### config.mk
export PLATFORM = sky130hd
export DESIGN_NAME = muldiv_unit_flat
export DESIGN_NICKNAME = d
export VERILOG_FILES = /design/src/rtl/muldiv_pkg.sv /design/src/rtl/muldiv_if.sv /design/src/rtl/muldiv_step.sv /design/src/rtl/muldiv_unit.sv /design/src/flat_wrapper.sv
export SDC_FILE = /design/constraint.sdc
export NUM_CORES = 1
export LEC_CHECK = 0
export ABC_AREA = 1
export CELL_PAD_IN_SITES_DETAIL_PLACEMENT = 0
export CELL_PAD_IN_SITES_GLOBAL_PLACEMENT = 1
export CORE_AREA = 8 8 203 205
export DETAILED_ROUTE_END_ITERATION = 12
export DIE_AREA = 0 0 211 213
export PLACE_DENSITY = 0.9
export SYNTH_ARGS = -nofsm -noshare
export SYNTH_HDL_FRONTEND = slang
export SYNTH_HIERARCHICAL = 1
export SYNTH_SLANG_ARGS = --single-unit
### constraint.sdc
create_clock -name i_clk -period 5.5 [get_ports i_clk]
set_clock_uncertainty 0.2 [all_clocks]
set_input_delay 1.65 -clock i_clk [delete_from_list [all_inputs] [get_ports i_clk]]
set_output_delay 1.65 -clock i_clk [all_outputs]
set_load 0.02 [all_outputs]
### src/rtl/muldiv_pkg.sv
// Shared funct codes, FSM state type and decode helpers for the multiply/divide unit.
// Also used by the ALU and decode for the mfhi/mflo codes.
package muldiv_pkg;

  localparam logic [5:0] FN_MFHI  = 6'h10;
  localparam logic [5:0] FN_MTHI  = 6'h11;
  localparam logic [5:0] FN_MFLO  = 6'h12;
  localparam logic [5:0] FN_MTLO  = 6'h13;
  localparam logic [5:0] FN_MULT  = 6'h18;
  localparam logic [5:0] FN_MULTU = 6'h19;
  localparam logic [5:0] FN_DIV   = 6'h1A;
  localparam logic [5:0] FN_DIVU  = 6'h1B;

  typedef enum logic [1:0] {
    S_IDLE = 2'd0,
    S_PREP = 2'd1,
    S_RUN  = 2'd2,
    S_FIX  = 2'd3
  } muldiv_state_t;

  function automatic logic fn_is_arith(input logic [5:0] f);
    return (f == FN_MULT) || (f == FN_MULTU) || (f == FN_DIV) || (f == FN_DIVU);
  endfunction

  function automatic logic fn_is_div(input logic [5:0] f);
    return (f == FN_DIV) || (f == FN_DIVU);
  endfunction

  function automatic logic fn_is_signed(input logic [5:0] f);
    return (f == FN_MULT) || (f == FN_DIV);
  endfunction

endpackage

### src/rtl/muldiv_if.sv
// Issue/result bundle between the EX stage and the multiply/divide unit.
// The master side issues ops; the slave side is the unit itself.
interface muldiv_if #(
  parameter int WIDTH = 32
);
  logic             start;
  logic [5:0]       funct;
  logic [WIDTH-1:0] a;
  logic [WIDTH-1:0] b;
  logic             busy;
  logic             done;
  logic [WIDTH-1:0] hi;
  logic [WIDTH-1:0] lo;
  logic             div_by_zero;

  modport master (
    output start, funct, a, b,
    input  busy, done, hi, lo, div_by_zero
  );

  modport slave (
    input  start, funct, a, b,
    output busy, done, hi, lo, div_by_zero
  );
endinterface

### src/rtl/muldiv_step.sv
// One iteration of the shared datapath: right-shifting shift-add for multiply,
// left-shifting restoring trial-subtract for divide, on the {acc/rem, multiplier/quotient} pair.
module muldiv_step #(
  parameter int WIDTH = 32
) (
  input  logic             i_is_div,
  input  logic [WIDTH-1:0] i_acc,
  input  logic [WIDTH-1:0] i_q,
  input  logic [WIDTH-1:0] i_m,
  output logic [WIDTH-1:0] o_acc,
  output logic [WIDTH-1:0] o_q
);
  logic [WIDTH:0]   w_sum;
  logic [WIDTH:0]   w_trial;
  logic [WIDTH-1:0] w_diff;

  always_comb begin
    w_sum   = {1'b0, i_acc} + (i_q[0] ? {1'b0, i_m} : '0);
    w_trial = {i_acc, i_q[WIDTH-1]};
    // Remainder stays below the divisor, so a W-bit difference is exact when the trial fits.
    w_diff  = w_trial[WIDTH-1:0] - i_m;
    o_acc   = w_sum[WIDTH:1];
    o_q     = {w_sum[0], i_q[WIDTH-1:1]};
    if (i_is_div) begin
      if (w_trial >= {1'b0, i_m}) begin
        o_acc = w_diff;
        o_q   = {i_q[WIDTH-2:0], 1'b1};
      end else begin
        o_acc = w_trial[WIDTH-1:0];
        o_q   = {i_q[WIDTH-2:0], 1'b0};
      end
    end
  end
endmodule

### src/rtl/muldiv_unit.sv
// Multi-cycle mult/div unit with architectural HI/LO; one quotient/product bit per cycle.
// Build option MULDIV_SIGNED_EN: when defined, mult/div (0x18/0x1A) are signed.
//
// state  | meaning
// IDLE   | accepts mult/div (-> PREP), mthi/mtlo write directly
// PREP   | operand magnitudes loaded into the iteration registers
// RUN    | WIDTH iterations of the shared step, counter 0..WIDTH-1
// FIX    | sign correction, HI/LO/div_by_zero written, back to IDLE
module muldiv_unit
  import muldiv_pkg::*;
#(
  parameter int WIDTH = 32
) (
  input logic     i_clk,
  input logic     i_rst,
  muldiv_if.slave bus
);
  localparam int CW = (WIDTH > 1) ? $clog2(WIDTH) : 1;

  muldiv_state_t      r_state;
  muldiv_state_t      w_state_nxt;
  logic [CW-1:0]      r_cnt;
  logic               r_is_div;
  logic [WIDTH-1:0]   r_a;
  logic [WIDTH-1:0]   r_b;
  logic [WIDTH-1:0]   r_acc;
  logic [WIDTH-1:0]   r_q;
  logic [WIDTH-1:0]   r_m;
  logic [WIDTH-1:0]   r_hi;
  logic [WIDTH-1:0]   r_lo;
  logic               r_busy;
  logic               r_done;
  logic               r_dbz;
  logic               w_accept;
  logic [WIDTH-1:0]   w_acc_nxt;
  logic [WIDTH-1:0]   w_q_nxt;
  logic [WIDTH-1:0]   w_a_mag;
  logic [WIDTH-1:0]   w_b_mag;
  logic [2*WIDTH-1:0] w_prod;
  logic [WIDTH-1:0]   w_fix_hi;
  logic [WIDTH-1:0]   w_fix_lo;
  logic               w_fix_dbz;

`ifdef MULDIV_SIGNED_EN
  logic r_is_signed;
  logic w_a_neg;
  logic w_b_neg;

  assign w_a_neg = r_is_signed & r_a[WIDTH-1];
  assign w_b_neg = r_is_signed & r_b[WIDTH-1];
  assign w_a_mag = w_a_neg ? -r_a : r_a;
  assign w_b_mag = w_b_neg ? -r_b : r_b;
`else
  assign w_a_mag = r_a;
  assign w_b_mag = r_b;
`endif

  always_comb begin
    w_state_nxt = r_state;
    w_accept    = 1'b0;
    case (r_state)
      S_IDLE: begin
        if (bus.start && fn_is_arith(bus.funct)) begin
          w_accept    = 1'b1;
          w_state_nxt = S_PREP;
        end
      end
      S_PREP:  w_state_nxt = S_RUN;
      S_RUN:   if (r_cnt == CW'(WIDTH - 1)) w_state_nxt = S_FIX;
      S_FIX:   w_state_nxt = S_IDLE;
      default: w_state_nxt = S_IDLE;
    endcase
  end

  always_ff @(posedge i_clk) begin
    if (i_rst) begin
      r_state <= S_IDLE;
      r_busy  <= 1'b0;
      r_done  <= 1'b0;
    end else begin
      r_state <= w_state_nxt;
      r_busy  <= (w_state_nxt != S_IDLE);
      r_done  <= (r_state == S_FIX);
    end
  end

  muldiv_step #(.WIDTH(WIDTH)) u_step (
    .i_is_div (r_is_div),
    .i_acc    (r_acc),
    .i_q      (r_q),
    .i_m      (r_m),
    .o_acc    (w_acc_nxt),
    .o_q      (w_q_nxt)
  );

  always_comb begin
    w_prod    = {r_acc, r_q};
    w_fix_hi  = r_acc;
    w_fix_lo  = r_q;
    w_fix_dbz = r_dbz;
    if (r_is_div) begin
      w_fix_dbz = (r_b == '0);
      // Divide by zero reports the original dividend, not its magnitude.
      if (w_fix_dbz) begin
        w_fix_hi = r_a;
        w_fix_lo = '1;
      end else begin
`ifdef MULDIV_SIGNED_EN
        w_fix_lo = (w_a_neg ^ w_b_neg) ? -r_q : r_q;
        w_fix_hi = w_a_neg ? -r_acc : r_acc;
`endif
      end
    end else begin
`ifdef MULDIV_SIGNED_EN
      if (w_a_neg ^ w_b_neg) w_prod = -w_prod;
`endif
      w_fix_hi = w_prod[2*WIDTH-1:WIDTH];
      w_fix_lo = w_prod[WIDTH-1:0];
    end
  end

  always_ff @(posedge i_clk) begin
    if (i_rst) begin
      r_cnt    <= '0;
      r_is_div <= 1'b0;
      r_a      <= '0;
      r_b      <= '0;
      r_acc    <= '0;
      r_q      <= '0;
      r_m      <= '0;
      r_hi     <= '0;
      r_lo     <= '0;
      r_dbz    <= 1'b0;
`ifdef MULDIV_SIGNED_EN
      r_is_signed <= 1'b0;
`endif
    end else begin
      case (r_state)
        S_IDLE: begin
          if (w_accept) begin
            r_a      <= bus.a;
            r_b      <= bus.b;
            r_is_div <= fn_is_div(bus.funct);
`ifdef MULDIV_SIGNED_EN
            r_is_signed <= fn_is_signed(bus.funct);
`endif
          end else if (bus.start && (bus.funct == FN_MTHI)) begin
            r_hi <= bus.a;
          end else if (bus.start && (bus.funct == FN_MTLO)) begin
            r_lo <= bus.a;
          end
        end
        S_PREP: begin
          r_cnt <= '0;
          r_acc <= '0;
          r_q   <= w_a_mag;
          r_m   <= w_b_mag;
        end
        S_RUN: begin
          r_acc <= w_acc_nxt;
          r_q   <= w_q_nxt;
          r_cnt <= r_cnt + CW'(1);
        end
        S_FIX: begin
          r_hi  <= w_fix_hi;
          r_lo  <= w_fix_lo;
          r_dbz <= w_fix_dbz;
        end
        default: ;
      endcase
    end
  end

  assign bus.busy        = r_busy;
  assign bus.done        = r_done;
  assign bus.hi          = r_hi;
  assign bus.lo          = r_lo;
  assign bus.div_by_zero = r_dbz;

endmodule

### src/flat_wrapper.sv
// flat-port wrapper written by rule: the top's interface ports become plain ports
module muldiv_unit_flat import muldiv_pkg::*;
#(
  parameter int WIDTH = 32
)
  (i_clk, i_rst, bus_start, bus_funct, bus_a, bus_b, bus_busy, bus_done, bus_hi, bus_lo, bus_div_by_zero);
  muldiv_if #(.WIDTH(WIDTH)) bus_i ();
  input logic i_clk;
  input logic i_rst;
  input wire logic [$bits(bus_i.start)-1:0] bus_start;
  input wire logic [$bits(bus_i.funct)-1:0] bus_funct;
  input wire logic [$bits(bus_i.a)-1:0] bus_a;
  input wire logic [$bits(bus_i.b)-1:0] bus_b;
  output wire logic [$bits(bus_i.busy)-1:0] bus_busy;
  output wire logic [$bits(bus_i.done)-1:0] bus_done;
  output wire logic [$bits(bus_i.hi)-1:0] bus_hi;
  output wire logic [$bits(bus_i.lo)-1:0] bus_lo;
  output wire logic [$bits(bus_i.div_by_zero)-1:0] bus_div_by_zero;
  assign bus_i.start = bus_start;
  assign bus_i.funct = bus_funct;
  assign bus_i.a = bus_a;
  assign bus_i.b = bus_b;
  assign bus_busy = bus_i.busy;
  assign bus_done = bus_i.done;
  assign bus_hi = bus_i.hi;
  assign bus_lo = bus_i.lo;
  assign bus_div_by_zero = bus_i.div_by_zero;
  muldiv_unit #(.WIDTH(WIDTH)) u_core (.i_clk(i_clk), .i_rst(i_rst), .bus(bus_i));
endmodule
==> results of run 1 <==
==> worst paths after layout <==
kind                   from                to  slack [ns]  cells past startpoint
max          u_core/r_m[22]  u_core/r_acc[22]        1.67                     15
min          u_core/r_b[30]    u_core/r_m[30]        0.27                      2
max reg2reg  u_core/r_m[22]  u_core/r_acc[22]        1.67                     15
min reg2reg  u_core/r_b[30]    u_core/r_m[30]        0.27                      2
==> cell usage in the layout (no fill, tap or decap), types with 5 or more instances in the layout <==
cell type / netlist / layout
nand2_1: 746 / 746
inv_1: 453 / 452
nor2_1: 267 / 267
nand3_1: 249 / 249
dfxtp_1: 235 / 234
a21oi_1: 221 / 221
o21ai_0: 185 / 185
clkdlybuf4s50_1: 0 / 139
ha_1: 70 / 68
o21bai_1: 38 / 38
o221ai_1: 32 / 32
nand3b_1: 31 / 31
clkbuf_16: 0 / 27
buf_4: 8 / 19
xnor2_1: 17 / 17
nand4_1: 15 / 15
nor3_1: 11 / 11
or2_2: 9 / 9
clkbuf_8: 0 / 8
clkinv_2: 0 / 7
nand2_2: 5 / 5
==> cell families after synthesis <==
logic type,Yosys count,synth area share [%]
buf+inv,592,14.26
simple gates,1352,34.41
flops,235,28.51
fa+ha+maj,72,5.550
compound gates,487,16.21
xor+xnor,20,1.061
==> metal layers <==
metal	up-vias	track usage (%)	part of all wire, %
li1	8825	-	-
met1	8028	32.94	46
met2	548	40.11	45
met3	72	3.479	6.6
met4	0	7.022	2.6
met5	-	0	0
==> layout make-up <==
class / instances / area [um2]
multi-input cells: 1931 / 9460
clock buffers: 38 / 797.0
fillers: 4077 / 19100
well taps: 518 / 648.1
inverters: 458 / 1722
clock inverters: 12 / 100.1
repair buffers: 160 / 1574
flip-flops and latches: 235 / 4706
==> sequential cells by signal, summed over array words and instances (netlist names) <==
register / flops
u_core/r_cnt: 5
u_core/bus.busy: 1
u_core/r_state: 2
u_core/r_a: 32
u_core/bus.div_by_zero: 1
u_core/bus.hi: 32
u_core/r_b: 32
u_core/r_m: 32
u_core/r_is_div: 1
u_core/bus.done: 1
u_core/r_acc: 32
u_core/r_q: 32
u_core/bus.lo: 32
==> report_power, final <==
group | total, mW | internal (mW) | switching, mW
clock network | 1.81 | 1.06 | 0.747
registers | 1.78 | 1.75 | 0.0323
logic | 0.972 | 0.317 | 0.654
==> worst max-delay path: stages, from the launching register on <==
cell and delay, ns:
dfxtp_1 0.47, inv_1 0.09, ha_1 0.37, nand2_1 0.14, inv_1 0.07, nand2_2 0.09, inv_2 0.04, a21oi_1 0.23
nor2_1 0.11, nor2_4 0.72, nand2_4 0.44, nand2_1 0.22, nand3_1 0.15, nand2_1 0.12, nand3_1 0.08, a21oi_1 0.16
==> stage by stage <==
stage	setup slack (ns)	hold WS [ns]	total power [mW]	area (um2)
floorplan	2.553	0.2393	2.476	16500
global placement	1.528	0.2558	2.766	18110
detailed placement	1.469	0.2706	2.776	18110
CTS	1.732	0.2793	4.586	19010
global route	1.418	0.2969	4.765	19010
finish	1.667	0.2731	4.561	19010
==> qor.yml, run 1 <==
htreeDepth: 1
netlist.area_leader.share_pct: 28.51
power_density_nw_per_um2: 240.0
path_class: "reg -> reg"
drv_slew: 0
grt_pass1_vias: 16530
firstDrtPassIters: 6
cts-resized-gates: 0
syn2layout_area_growth_pct: 15.17
max_freq_ghz: 0.2609
power.leakage_nw: 9.302
routedWlPerCell_um: 16.74
syn_nets: 2903
async_flop_share_pct: 0
via_per_inst: 5.213
setup_viol: 0
hold_violations: 0
final_core_utilization_pct: 49.88
placed_cells: 3302
grt_pass1_wl_um: 89070
cts.sinks: 235
postRouteAntennaNets: 0
io_pins: 140
cp-end-kind: "flop"
dp_hpwl_um: 42350
cap_viol_max_count: 0
syn-cell-area_um2: 16500
antennaDiodeCount: 0
ir_drop_uv: 206.1
gp_congestion: 0.9405
cp.arrival_ns: 4.11
overflow: 0
synth_edf_count: 0
tns_ns: 0
start_util_pct: 43.31
die_area_um2: 44940
ys_top_cells_by_count: "nand2_1 (746), inv_1 (453), nor2_1 (267)"
cts_tree: "yes"
worst-slew-pin-transition_ns: 1.228
cts_hold_buf: 0
startpoint_type: "flop"
row_count: 72
status: "finished, final reports clean"
synth_seq_cells: 235
wl_um: 56100
rsz0062_at_grt: "false"
synth_area_leaders: "dfxtp_1 (29%), nand2_1 (17%), inv_1 (10%)"
yosysSeqAreaShare_pct: 28.51
synth-main-ff-cell: "dfxtp_1"
finalCriticalPeriod_ns: 3.833
synth.most_common_cell: "nand2_1"
vias: 17470
post-route-period-util_pct: 69.70
die_x_um: 211
hold_path.class: "reg -> reg"
syn_inst: 2758
cts_made_buffers: 27
synth_cell_types: 39
port_buffers: 139
drcViolationCount: 0
coreArea_um2: 38110
cts.clk_slew.worst_paths_ns: 0.07
clock_latency_ns: 0.56
antenna_found_initial: 0
ys_warn_count: 6
drive_gt1_share_pct: 3.564
fin_cells: 3352
synth_area_leader_cell: "dfxtp_1"
maxSlewHeadroom_pct: 17.95
cp_data_required_time_ns: 5.77
drt_iter0_drc: 1525
dieHeight_um: 213
fin_nets: 2958
grt_max_degree: 81
clock_path_buffers: 3
postCtsSetupRepairBufs: 0
gr-usage-all-layers_pct: 24.40
critPathMaxFanout: 34
cts-root-buf: "clkbuf_16"
syn_avg_cell_area_um2: 5.984
Note: power is estimated with default switching activity, not from simulation.
==> run 2, diff against run 1 <==
- CORE_AREA: 8 8 203 205 -> 8 8 210 212
- DIE_AREA: 0 0 211 213 -> 0 0 218 220
- PLACE_DENSITY: 0.9 -> 0.84
- clock period: 5.5 -> 3.7 ns (I/O delays scaled with it)
==> qor.yml, run 2 (synthesis results as in run 1) <==
status: "finished, final reports clean"
ir_drop_uv: 235.0
syn2layout_area_growth_pct: 17.73
worst-slew-pin-transition_ns: 1.057
routedWlPerCell_um: 17.71
vias: 17720
clock_path_buffers: 3
grt_max_degree: 75
maxSlewHeadroom_pct: 29.51
tns_ns: 0
crit_path_top_delay_cell: "dfxtp_1"
rsz0062_at_grt: "false"
fin_total_pwr_mw: 7.024
setup_viol: 0
cp-end-kind: "flop"
hold_path.class: "reg -> reg"
critPathMaxStageDelay_ns: 0.90
cp_data_required_time_ns: 3.98
finalCriticalPeriod_ns: 3.441
critPathMaxFanout: 25
max_freq_ghz: 0.2906
layout_commonest_cell: "nand2_1"
cts-root-buf: "clkbuf_16"
power.leakage_nw: 9.537
cts_made_buffers: 28
antenna_found_initial: 1
cts-resized-gates: 0
power_density_nw_per_um2: 361.5
final_cell_mix: "nand2_1 (746), inv_1 (452), nor2_1 (267), nand3_1 (249), dfxtp_1 (234)"
drive_gt1_share_pct: 4.735
dieHeight_um: 220
coreArea_um2: 40550
postRouteAntennaNets: 0
path_delay_family: "simple AND/OR/NAND/NOR gates"
cts_tree: "yes"
fin_nets: 2999
dp_hpwl_um: 46130
cts.clk_slew.worst_paths_ns: 0.06
grt_pass1_vias: 16680
firstDrtPassIters: 6
drt_iter0_drc: 1561
crit_top_cell: "nand2_1"
critPathBufInv: 1
drv_slew: 0
cts_hold_buf: 0
clock_latency_ns: 0.56
cap_viol_max_count: 0
path_cells: "nand2_1 -> inv_1 -> ha_1 -> a21oi_1 -> o21ai_0 -> a21oi_1 -> nor2_1 -> nor2_1 -> nand2_1 -> nand2_1 -> nand3_1 -> nand2_1 -> nand3_1 -> a21oi_1"
antennaDiodeCount: 0
startpoint_type: "flop"
die_area_um2: 47960
path_class: "reg -> reg"
via_per_inst: 5.205
gr-usage-all-layers_pct: 24.50
fillers: 4361
io_pins: 140
row_count: 74
cp.arrival_ns: 3.72
cts.sinks: 235
port_buffers: 139
post-route-period-util_pct: 93.01
start_util_pct: 40.69
grt_pass1_wl_um: 94130
hold_violations: 0
htreeDepth: 1
drcViolationCount: 0
wl_um: 60290
die_x_um: 218
postCtsSetupRepairBufs: 0
overflow: 0
gp_congestion: 0.9770
## run 2: cell types whose count changed in the layout (fill, tap and decap cells not counted), sizes merged
cell / delta
buf: +40
inv: -4
bufinv: +3
clkinv: -2
clkinvlp: +2
clkbuf: -1
## run 2: through the flow
stage	cells	instance area (um2)	util (%)	setup slack, ns	hold WS [ns]
floorplan	2758	16500	-	1.009	0.2393
global placement	3356	18490	45.59	0.4498	0.2605
detailed placement	3356	18490	45.59	0.4283	0.2596
CTS	3404	19430	47.91	0.3927	0.2681
global route	3404	19430	47.91	0.04199	0.3003
finish	3404	19430	47.91	0.2587	0.2707
## run 2: area by class of cell
class                   count  area (um2)  share of cell area [%]
multi-input cells        1931        9460                   48.69
flip-flops and latches    235        4706                   24.22
repair buffers            200        1937                   9.968
inverters                 458        1722                   8.861
clock buffers              37       775.7                   3.993
well taps                 532       665.6                   3.426
clock inverters            11       163.9                  0.8436
## run 2: worst min-delay path: stages (launching register included)
cell and delay [ns]:
dfxtp_1 0.31, nand2_1 0.06, a21oi_1 0.05
## run 2: final timing paths
check / startpoint / to / slack [ns] / cells past startpoint
max: u_core/r_q[0] / u_core/r_acc[26] / 0.26 / 14
max reg2reg: u_core/r_q[0] / u_core/r_acc[26] / 0.26 / 14
min: u_core/bus.div_by_zero / u_core/bus.div_by_zero / 0.27 / 2
min reg2reg: u_core/bus.div_by_zero / u_core/bus.div_by_zero / 0.27 / 2
## run 2: power breakdown
group	switching, mW	leakage [nW]	internal (mW)	total, mW
sequential	0.0491	1.90	2.60	2.65
combinational	1.03	7.18	0.503	1.53
clock	1.10	0.455	1.74	2.84
## run 2: layer usage
layer	GRT usage [%]	vias up	wire [um]
li1	-	8925	-
met1	32.91	8076	27370
met2	40.38	611	27070
met4	7.949	2	2065
met5	0	-	13
met3	3.030	105	3771
